### src/rtl/if_fetch_unit_if.sv
// +--------------------------------------------------------------------+
// | if_fetch_unit_if : fetch unit bus (redirects, imem, IF_ID outputs)   |
// | Optional macro: FETCH_PERF_CNT_EN adds perf_bubble_cnt_out. Rev 1.0  |
// +--------------------------------------------------------------------+
`timescale 1ns/1ps
`default_nettype none

interface if_fetch_unit_if;
   logic        enable;
   logic        flush_branch;
   logic [31:0] Branch_Target_in;
   logic        flush_jump;
   logic [25:0] Jump_Offset_in;
   logic [31:0] Jump_PC_in;
   logic        imem_req_out;
   logic [31:0] imem_addr_out;
   logic        imem_gnt_in;
   logic        imem_rvalid_in;
   logic [31:0] imem_rdata_in;
   logic [31:0] Instruction_memory_out;
   logic [31:0] PC_Counter_output;
   logic        fetch_valid_out;
`ifdef FETCH_PERF_CNT_EN
   logic [31:0] perf_bubble_cnt_out;
`endif

   modport master (
      input  enable, flush_branch, Branch_Target_in, flush_jump,
      input  Jump_Offset_in, Jump_PC_in,
      input  imem_gnt_in, imem_rvalid_in, imem_rdata_in,
      output imem_req_out, imem_addr_out,
      output Instruction_memory_out, PC_Counter_output, fetch_valid_out
`ifdef FETCH_PERF_CNT_EN
      , output perf_bubble_cnt_out
`endif
   );

   modport slave (
      output enable, flush_branch, Branch_Target_in, flush_jump,
      output Jump_Offset_in, Jump_PC_in,
      output imem_gnt_in, imem_rvalid_in, imem_rdata_in,
      input  imem_req_out, imem_addr_out,
      input  Instruction_memory_out, PC_Counter_output, fetch_valid_out
`ifdef FETCH_PERF_CNT_EN
      , input perf_bubble_cnt_out
`endif
   );
endinterface

`default_nettype wire

### src/rtl/if_fetch_unit.sv
// +--------------------------------------------------------------------+
// | if_fetch_unit : single-outstanding instruction fetch with skid slot  |
// | Optional macro: FETCH_PERF_CNT_EN (bubble counter). Rev 1.0          |
// +--------------------------------------------------------------------+
`timescale 1ns/1ps
`default_nettype none

module if_fetch_unit (
   input  wire logic clk,
   input  wire logic reset_in,
   if_fetch_unit_if.master bus
);

   typedef enum logic [1:0] {
      S_REQ  = 2'd0,
      S_WAIT = 2'd1,
      S_HOLD = 2'd2
   } state_t;

   state_t      state;
   logic [31:0] pc;
   logic        kill;
   logic [31:0] skid_instr;
   logic [31:0] skid_pc;
   logic [31:0] instr_q;
   logic [31:0] pc_out_q;
   logic        valid_q;

   logic        redirect;
   logic [31:0] redirect_pc;
   logic [31:0] pc_plus4;
   logic        slot_free;
   logic        unused_jump_pc;

   assign redirect    = bus.flush_branch | bus.flush_jump;
   // Branch wins when both redirects arrive together.
   assign redirect_pc = bus.flush_branch ? bus.Branch_Target_in
                                         : {bus.Jump_PC_in[31:28], bus.Jump_Offset_in, 2'b00};
   assign pc_plus4    = pc + 32'd4;
   assign slot_free   = ~valid_q | bus.enable;
   assign unused_jump_pc = ^bus.Jump_PC_in[27:0];

   always_ff @(posedge clk or posedge reset_in) begin
      if (reset_in) begin
         state      <= S_REQ;
         pc         <= 32'd0;
         kill       <= 1'b0;
         skid_instr <= 32'd0;
         skid_pc    <= 32'd0;
         instr_q    <= 32'd0;
         pc_out_q   <= 32'd0;
         valid_q    <= 1'b0;
      end else begin
         if (valid_q && bus.enable) begin
            valid_q <= 1'b0;
         end
         if (redirect) begin
            valid_q <= 1'b0;
            pc      <= redirect_pc;
            case (state)
               S_WAIT: begin
                  // A response landing with the redirect retires the old request.
                  if (bus.imem_rvalid_in) begin
                     state <= S_REQ;
                     kill  <= 1'b0;
                  end else begin
                     kill  <= 1'b1;
                  end
               end
               S_REQ: begin
                  if (bus.imem_gnt_in) begin
                     state <= S_WAIT;
                     kill  <= 1'b1;
                  end
               end
               default: begin
                  state <= S_REQ;
                  kill  <= 1'b0;
               end
            endcase
         end else begin
            case (state)
               S_REQ: begin
                  if (bus.imem_gnt_in) begin
                     state <= S_WAIT;
                  end
               end
               S_WAIT: begin
                  if (bus.imem_rvalid_in) begin
                     if (kill) begin
                        kill  <= 1'b0;
                        state <= S_REQ;
                     end else if (slot_free) begin
                        pc       <= pc_plus4;
                        instr_q  <= bus.imem_rdata_in;
                        pc_out_q <= pc_plus4;
                        valid_q  <= 1'b1;
                        state    <= S_REQ;
                     end else begin
                        pc         <= pc_plus4;
                        skid_instr <= bus.imem_rdata_in;
                        skid_pc    <= pc_plus4;
                        state      <= S_HOLD;
                     end
                  end
               end
               S_HOLD: begin
                  if (bus.enable) begin
                     instr_q  <= skid_instr;
                     pc_out_q <= skid_pc;
                     valid_q  <= 1'b1;
                     state    <= S_REQ;
                  end
               end
               default: begin
                  state <= S_REQ;
               end
            endcase
         end
      end
   end

   assign bus.imem_req_out           = (state == S_REQ);
   assign bus.imem_addr_out          = pc;
   assign bus.Instruction_memory_out = instr_q;
   assign bus.PC_Counter_output      = pc_out_q;
   assign bus.fetch_valid_out        = valid_q;

`ifdef FETCH_PERF_CNT_EN
   logic [31:0] bubble_cnt;

   // Counts cycles where IF_ID wanted an instruction but none was ready.
   always_ff @(posedge clk or posedge reset_in) begin
      if (reset_in) begin
         bubble_cnt <= 32'd0;
      end else if (bus.enable && !valid_q && (bubble_cnt != 32'hFFFF_FFFF)) begin
         bubble_cnt <= bubble_cnt + 32'd1;
      end
   end

   assign bus.perf_bubble_cnt_out = bubble_cnt;
`endif

endmodule

`default_nettype wire

### src/flat_wrapper.sv
// flat-port wrapper written by rule: the top's interface ports become plain ports
module if_fetch_unit_flat 
  (clk, reset_in, bus_enable, bus_flush_branch, bus_Branch_Target_in, bus_flush_jump, bus_Jump_Offset_in, bus_Jump_PC_in, bus_imem_gnt_in, bus_imem_rvalid_in, bus_imem_rdata_in, bus_imem_req_out, bus_imem_addr_out, bus_Instruction_memory_out, bus_PC_Counter_output, bus_fetch_valid_out);
  if_fetch_unit_if bus_i ();
  input  wire logic clk;
  input  wire logic reset_in;
  input wire logic [$bits(bus_i.enable)-1:0] bus_enable;
  input wire logic [$bits(bus_i.flush_branch)-1:0] bus_flush_branch;
  input wire logic [$bits(bus_i.Branch_Target_in)-1:0] bus_Branch_Target_in;
  input wire logic [$bits(bus_i.flush_jump)-1:0] bus_flush_jump;
  input wire logic [$bits(bus_i.Jump_Offset_in)-1:0] bus_Jump_Offset_in;
  input wire logic [$bits(bus_i.Jump_PC_in)-1:0] bus_Jump_PC_in;
  input wire logic [$bits(bus_i.imem_gnt_in)-1:0] bus_imem_gnt_in;
  input wire logic [$bits(bus_i.imem_rvalid_in)-1:0] bus_imem_rvalid_in;
  input wire logic [$bits(bus_i.imem_rdata_in)-1:0] bus_imem_rdata_in;
  output wire logic [$bits(bus_i.imem_req_out)-1:0] bus_imem_req_out;
  output wire logic [$bits(bus_i.imem_addr_out)-1:0] bus_imem_addr_out;
  output wire logic [$bits(bus_i.Instruction_memory_out)-1:0] bus_Instruction_memory_out;
  output wire logic [$bits(bus_i.PC_Counter_output)-1:0] bus_PC_Counter_output;
  output wire logic [$bits(bus_i.fetch_valid_out)-1:0] bus_fetch_valid_out;
  assign bus_i.enable = bus_enable;
  assign bus_i.flush_branch = bus_flush_branch;
  assign bus_i.Branch_Target_in = bus_Branch_Target_in;
  assign bus_i.flush_jump = bus_flush_jump;
  assign bus_i.Jump_Offset_in = bus_Jump_Offset_in;
  assign bus_i.Jump_PC_in = bus_Jump_PC_in;
  assign bus_i.imem_gnt_in = bus_imem_gnt_in;
  assign bus_i.imem_rvalid_in = bus_imem_rvalid_in;
  assign bus_i.imem_rdata_in = bus_imem_rdata_in;
  assign bus_imem_req_out = bus_i.imem_req_out;
  assign bus_imem_addr_out = bus_i.imem_addr_out;
  assign bus_Instruction_memory_out = bus_i.Instruction_memory_out;
  assign bus_PC_Counter_output = bus_i.PC_Counter_output;
  assign bus_fetch_valid_out = bus_i.fetch_valid_out;
  if_fetch_unit u_core (.clk(clk), .reset_in(reset_in), .bus(bus_i));
endmodule
### config.mk
export PLATFORM = sky130hd
export DESIGN_NAME = if_fetch_unit_flat
export DESIGN_NICKNAME = d
export VERILOG_FILES = /design/src/rtl/if_fetch_unit_if.sv /design/src/rtl/if_fetch_unit.sv /design/src/flat_wrapper.sv
export SDC_FILE = /design/constraint.sdc
export NUM_CORES = 1
export LEC_CHECK = 0
export ABC_AREA = 1
export CORE_UTILIZATION = 53
export DETAILED_ROUTE_END_ITERATION = 6
export PLACE_DENSITY = 0.93
export SETUP_SLACK_MARGIN = 0.2
export SYNTH_ARGS = -nofsm -noshare
export SYNTH_HDL_FRONTEND = slang
export SYNTH_SLANG_ARGS = --single-unit
### constraint.sdc
create_clock -name clk -period 10.44 [get_ports clk]
set_clock_uncertainty 0.05 [all_clocks]
set_input_delay 2.088 -clock clk [delete_from_list [all_inputs] [get_ports clk]]
set_output_delay 2.088 -clock clk [all_outputs]
set_load 0.005 [all_outputs]
==> summary.md, run 1 <==
| Metric | Value |
|---|---|
| Number of antenna violations at the first check in global routing | 0 |
| # Post-CTS Setup Buffers | 0 |
| Worst EP required | 10.67 ns |
| Register bit count reported by yosys | approximately 160 |
| Die H | 128 um |
| Share of power burned in combinational logic | 31.7% |
| Global-route wire length before repair | 35.4 mm |
| Count of final max-slew check failures | 0 |
| Internal Dissipation | 1500 uW |
| Unrepaired setup endpoints after global routing | false |
| Die Footprint | 16400 um2 |
| Post-DRT Antenna Nets | 0 |
| Final Routed Wirelength | 21.3 mm |
| I/O pins | about 230 |
| Number of buffers added by the clock tree synthesis step | 17 |
| Endpoint of the lowest-slack register-to-register path | u_core.skid_pc[6] |
| Maximum VDD drop | 0.000131 V |
| Cells on worst reg2reg path | 8 |
| Setup Total Neg Slack | 0 ns |
| Number of DRC violations after detailed-routing iteration 0 | 530 |
| Sequential area share after synthesis | 48.6% |
| Starting Density | 54.9% |
| Global placement routability congestion | about 0.9 |
| Element type at the critical path start | input pin |
| Share of the cycle needed by the critical path after routing | 47.3% |
| Iteration count of the initial detailed-routing pass | 5 |
| Total congestion overflow | 0 |
| Data arrival time at the worst-slack endpoint | between 5 and 6 ns |
| FF-to-FF setup slack | 7.47 ns |
| Number of cells upsized or downsized after cts | 0 |
| Path class of the lowest-slack min-delay path | flip-flop to flip-flop |
| Number of max-capacitance violations reported | 0 |
| Post-Syn Instances | 1043 |
| Total Routing Usage GR | 27.5% |
| CTS H-tree depth | 4 |
| Yosys Warn Count | 0 |
| Final setup fails | 0 |
| Worst hold path depth | 2 |
| Count of nets after finishing | 1342 |
| CTS tree | built |
| Transition time at the pin with the least slew margin | 0.942 ns |
| Share of power burned in registers | 41.4% |
| Wire length per cell | 14.9 um |
| Clock transition at the registers of the reported paths | around 0.07 ns |
| Site row count | 45 |
| Synth-to-Final Area Change | 30.0% |
| Maximum number of buffers from clock root to sink | 2 |
| Reg2Reg Launch Point | u_core.state[1] |
| Syn_area_per_cell | ~8.1 um2 |
| Clock share of power | around 27% |
| Largest driver fanout on the critical path | 83 |
| Number of antenna diodes | 0 |
| Horizontal die dimension | 128 um |
| Clock latency of the later-clocked register in the worst-skew pair | around 0.43 ns |
| Core Region | 15400 um2 |
| Final routed DRC violation total | 0 |
| Layout cells sized above 1 | under 10% |
| Crit Path Class | input pin to flip-flop |
| Routed via count divided by cell count | around 5.3 |
| Number of distinct library cells after synthesis | 37 |
| Synthesized netlist net count | about 1200 |
| Run status | completed |
| Setup slack of the critical path after layout | 5.50 ns |
| Top achievable clock speed | 202 MHz |
| Worst Hold Endpoint | u_core.skid_instr[9] |
| Endpoint kind of the worst setup timing path | flip-flop |
| HPWL after detailed placement | 14.9 mm |
| Clock tree root buffer cell | sky130_fd_sc_hd__clkbuf_16 |
| Vias in the first global route | 7353 |
| Clock sink total | around 160 |
| Hold violation count in the final report | 0 |
| Port buffer count | 198 |
| Count of filler cells inserted in the layout | 1113 |
| Setup WS pre-CTS | 5.13 ns |
| Total via count after detailed routing | 7650 |
| Cell area after synthesis | between 8000 and 9000 um2 |
| Share of total power consumed by net switching | 32.6% |
| Switching power | 726 uW |
| Worst Min Path Start | u_core.skid_instr[9] |
| Maximum number of pins on one net before global-route repair | 94 |
| Relative slew margins | between 30% and 40% |
| Power density normalized to cell area | 203 nW/um2 |
| Leakage dissipation | between 0.005 and 0.006 uW |
| Final min period | between 4 and 5 ns |
| Number of hold buffers added after cts | 0 |
[metrics by stage]
step / power (uW) / cells / hold slack [ns] / utilization (%) / cell area [um2]
floorplan: 1220 / 1043 / 0.392 / - / 8440
global placement: 1600 / 1401 / 0.408 / 67.7 / 10400
detailed placement: 1630 / 1401 / 0.413 / 67.7 / 10400
CTS: 2230 / 1433 / 0.429 / 71.4 / 11000
global route: 2350 / 1433 / 0.454 / 71.4 / 11000
finish: 2220 / 1433 / 0.428 / 71.4 / 11000
[cells by family after synthesis]
family          count (synthesis)  share of synthesized area, %
fa+ha+maj                       4                         0.593
flops                         164                          48.6
simple gates                  468                          23.2
compound gates                245                          17.4
buf+inv                       147                          8.01
xor+xnor                       15                          2.18
[registers in the layout, summed over array words and instances, names as in the netlist]
signal and flops:
u_core.kill 1, u_core.bus.Instruction_memory_out 32, u_core.bus.fetch_valid_out 1, u_core.bus.PC_Counter_output 32, u_core.skid_instr 32, u_core.skid_pc 32
u_core.bus.imem_addr_out 32, u_core.state 2
[worst max path at each step]
stage | from | to | slack [ns]
after floorplan | reset_in | u_core.bus.Instruction_memory_out[0] | 3.87
after global placement | bus_flush_branch | u_core.skid_instr[3] | 5.22
after detailed placement | bus_flush_branch | u_core.skid_instr[18] | 5.13
after CTS | bus_flush_branch | u_core.skid_pc[6] | 5.54
after global routing | bus_flush_branch | u_core.skid_pc[6] | 5.31
final | bus_flush_branch | u_core.skid_pc[6] | 5.50
[layer usage]
metal	routed length (um)	vias to the layer above	track usage, %
met1	8970	3630	35.5
met5	0	-	0
met3	1290	55	5.05
li1	-	3678	-
met4	686	0	12.1
met2	10400	287	45.4
[layout make-up]
cell class	count	area [um2]	share of cell area (%)
repair buffers	204	2030	18.5
flip-flops and latches	164	4100	37.4
well taps	211	264	2.41
multi-input cells	732	3660	33.4
inverters	90	348	3.17
clock buffers	17	425	3.88
clock inverters	15	138	1.25
[power by group through the flow]
| stage | combinational [uW] | clock [uW] | sequential [uW] |
|---|---|---|---|
| finish | 704 | 600 | 921 |
| global route | 782 | 630 | 941 |
| floorplan | 297 | 0 | 921 |
| CTS | 708 | 604 | 920 |
| detailed placement | 701 | 0 | 929 |
| global placement | 678 | 0 | 921 |
[placed cells by master (no fill, tap or decap), types with 4 or more instances in the layout]
cell type and n:
sky130_fd_sc_hd__a21oi_1 34, sky130_fd_sc_hd__a21oi_2 9, sky130_fd_sc_hd__a22o_1 18, sky130_fd_sc_hd__a22oi_1 12
sky130_fd_sc_hd__a31oi_1 6, sky130_fd_sc_hd__buf_4 6, sky130_fd_sc_hd__clkbuf_16 17, sky130_fd_sc_hd__clkdlybuf4s50_1 198
sky130_fd_sc_hd__dfrtp_1 164, sky130_fd_sc_hd__ha_1 4, sky130_fd_sc_hd__inv_1 81, sky130_fd_sc_hd__inv_2 5
sky130_fd_sc_hd__inv_6 6, sky130_fd_sc_hd__inv_8 4, sky130_fd_sc_hd__nand2_1 317, sky130_fd_sc_hd__nand2_2 6
sky130_fd_sc_hd__nand2_4 4, sky130_fd_sc_hd__nand3_1 28, sky130_fd_sc_hd__nor2_1 90, sky130_fd_sc_hd__nor2_2 7
sky130_fd_sc_hd__nor2_4 10, sky130_fd_sc_hd__o21ai_0 98, sky130_fd_sc_hd__o21ai_1 40, sky130_fd_sc_hd__o21ai_2 23
sky130_fd_sc_hd__xnor2_1 4, sky130_fd_sc_hd__xor2_1 4, sky130_fd_sc_hd__xor2_2 7
[critical path: stages]
cell and delay, ns:
sky130_fd_sc_hd__clkdlybuf4s50_1 0.39, sky130_fd_sc_hd__buf_4 0.24, sky130_fd_sc_hd__clkinv_2 0.11, sky130_fd_sc_hd__nand2_4 0.08
sky130_fd_sc_hd__inv_4 0.28, sky130_fd_sc_hd__nand4_4 0.16, sky130_fd_sc_hd__nor2_4 0.61, sky130_fd_sc_hd__clkinv_2 0.37
sky130_fd_sc_hd__buf_4 0.47, sky130_fd_sc_hd__nand2_1 0.22, sky130_fd_sc_hd__o21ai_2 0.08
[Yosys cell counts (all sizes together)]
cell type,instances,share of area (%)
nand2,327,15
nand3b,3,0.27
o21bai,2,0.18
xnor2,4,0.42
a22oi,12,1.1
ha,4,0.59
dfrtp,164,49
a31oi,6,0.44
a21oi,43,3.0
buf,35,3.0
a41oi,1,0.10
a22o,18,1.9
nand3,28,1.7
inv,89,4.0
clkinv,1,0.059
clkbuf,22,0.99
and2,2,0.15
nand4,1,0.25
o211ai,1,0.089
o21a,1,0.089
o21ai,161,11
xor2,11,1.8
nor2,107,5.9
No activity file was read; power rests on OpenSTA's default activity.
==> run 2, diff against run 1 <==
--- a/config.mk
+++ b/config.mk
@@ -6,9 +6,9 @@
 export NUM_CORES = 1
 export LEC_CHECK = 0
 export ABC_AREA = 1
-export CORE_UTILIZATION = 53
+export CORE_UTILIZATION = 44
 export DETAILED_ROUTE_END_ITERATION = 6
-export PLACE_DENSITY = 0.93
+export PLACE_DENSITY = 0.83
 export SETUP_SLACK_MARGIN = 0.2
 export SYNTH_ARGS = -nofsm -noshare
 export SYNTH_HDL_FRONTEND = slang
==> constraint.sdc (replaced) <==
create_clock -name clk -period 4.3 [get_ports clk]
set_clock_uncertainty 0.05 [all_clocks]
set_input_delay 0.86 -clock clk [delete_from_list [all_inputs] [get_ports clk]]
set_output_delay 0.86 -clock clk [all_outputs]
set_load 0.005 [all_outputs]
==> summary.md, run 2 (synthesized netlist as in run 1, its figures left out) <==
| Metric | Value |
|---|---|
| Number of buffers added by the clock tree synthesis step | 17 |
| Power Total | ~5600 uW |
| Post-DRT Antenna Nets | 0 |
| HPWL after detailed placement | 14.4 mm |
| Wire length per cell | approximately 14 um |
| Non-filler instance count after layout | 1460 |
| Number of hold buffers added after cts | 0 |
| Total via count after detailed routing | 7469 |
| Leakage dissipation | 0.00528 uW |
| Layout cells sized above 1 | 9.62% |
| Reg2Reg Launch Point | u_core.state[0] |
| Power density normalized to cell area | 501 nW/um2 |
| Maximum number of pins on one net before global-route repair | 165 |
| Element type at the critical path start | flip-flop |
| Die Footprint | ~20000 um2 |
| Worst EP required | 3.39 ns |
| Maximum number of buffers from clock root to sink | 2 |
| Met2 Use GR | 35.0% |
| Final min period | approximately 2.6 ns |
| Site row count | 50 |
| Synth-to-Final Area Change | 31.8% |
| Commonest non-fill, non-tap cell in the layout | sky130_fd_sc_hd__nand2_1 |
| Starting Density | 45.0% |
| Share of the cycle needed by the critical path after routing | 59.8% |
| Horizontal die dimension | 140 um |
| Relative slew margins | between 40% and 50% |
| Number of cells in the design after placement | 1428 |
| Number of antenna diodes | 0 |
| Clock sink total | ~160 |
| Total Routing Usage GR | 21.9% |
| Routed via count divided by cell count | 5.12 |
| CTS H-tree depth | 4 |
| # Post-CTS Setup Buffers | 0 |
| Setup slack of the critical path after layout | 1.73 ns |
| Number of DRC violations after detailed-routing iteration 0 | 596 |
| Layer carrying the most global-route usage | met2 |
| Final setup fails | 0 |
| Number of antenna violations at the first check in global routing | 0 |
| Setup Total Neg Slack | 0 ns |
| Most frequent cells in the layout | 317 x sky130_fd_sc_hd__nand2_1, 198 x sky130_fd_sc_hd__clkdlybuf4s50_1, 164 x sky130_fd_sc_hd__dfrtp_1, 98 x sky130_fd_sc_hd__o21ai_0, 90 x sky130_fd_sc_hd__nor2_1 |
| Clock tree root buffer cell | sky130_fd_sc_hd__clkbuf_16 |
| Top achievable clock speed | 389 MHz |
| Unrepaired setup endpoints after global routing | false |
| Global-route met1 utilization | 29.3% |
| Endpoint kind of the worst setup timing path | primary output |
| Start point of the critical path | u_core.state[0] |
| Transition time at the pin with the least slew margin | 0.872 ns |
| Hold violation count in the final report | 0 |
| Vias in the first global route | 6873 |
| Number of max-capacitance violations reported | 0 |
| Clock latency of the later-clocked register in the worst-skew pair | 0.43 ns |
| Iteration count of the initial detailed-routing pass | 6 |
| Global-route wire length before repair | 34.5 mm |
| I/O pins | 227 |
| Run status | completed |
| Number of cells upsized or downsized after cts | 0 |
| Met3 global-route usage | between 4 and 5% |
| Maximum VDD drop | 0.000313 V |
| Count of nets after finishing | 1346 |
| Count of final max-slew check failures | 0 |
| Data arrival time at the worst-slack endpoint | approximately 1.7 ns |
| Path class of the lowest-slack min-delay path | flip-flop to flip-flop |
| Setup WS pre-CTS | 1.34 ns |
| Final routed DRC violation total | 0 |
| Total congestion overflow | 0 |
| Core Region | about 19000 um2 |
| Largest driver fanout on the critical path | 4 |
| Global placement routability congestion | between 0.9 and 1 |
| CTS tree | built |
| Port buffer count | 198 |
| Clock transition at the registers of the reported paths | approximately 0.070 ns |
| Die H | 140 um |
| Crit Path Class | flip-flop to primary output |
| Worst Min Path Start | u_core.skid_instr[11] |
| Final Routed Wirelength | 20.8 mm |
[run 2: cell types whose count changed in the layout (fill, tap and decap cells not counted), sizes merged]
| cell | delta |
|---|---|
| buf | +4 |
| bufinv | +4 |
| inv | -4 |
[run 2: cell type report]
cell class	instances	area, um2
Fill cell	1609	7650
Sequential cell	164	4100
Multi-Input combinational cell	732	3660
Timing Repair Buffer	208	2070
Clock buffer	17	425
Inverter	90	347
Tap cell	234	293
Clock inverter	15	216
[run 2: power by group]
group,switching [uW],total (uW),internal [uW]
sequential,284,2230,1950
combinational,761,1690,927
clock,663,1650,988
[run 2: worst paths after layout]
path | slack [ns] | to | depth (start not counted)
max in group asynchronous | 2.59 | u_core.bus.PC_Counter_output[19] | 3
setup reg to reg | 1.86 | u_core.bus.Instruction_memory_out[10] | 9
hold / removal | 0.42 | u_core.skid_instr[11] | 2
setup / recovery | 1.73 | bus_imem_req_out | 3
min in group asynchronous | 0.98 | u_core.skid_pc[0] | 3
hold reg to reg | 0.42 | u_core.skid_instr[11] | 2
[run 2: through the flow]
| stage | hold slack [ns] | util, % | cell area, um2 |
|---|---|---|---|
| final | 0.424 | 59.2 | 11100 |
| after global routing | 0.448 | 59.2 | 11100 |
| after CTS | 0.429 | 59.2 | 11100 |
| after detailed placement | 0.412 | 55.8 | 10500 |
| after global placement | 0.405 | 55.8 | 10500 |
| after floorplan | 0.392 | - | 8440 |
[run 2: per-layer routing]
layer	vias up	share of wire [%]
met4	0	2.4
met3	35	5.8
met1	3494	45
met2	253	47
met5	-	0
li1	3687	-
[run 2: worst max-delay path, stage by stage, from the launching register on]
cell and delay (ns):
sky130_fd_sc_hd__dfrtp_1 0.41, sky130_fd_sc_hd__inv_1 0.09, sky130_fd_sc_hd__ha_1 0.22, sky130_fd_sc_hd__clkdlybuf4s50_1 0.53
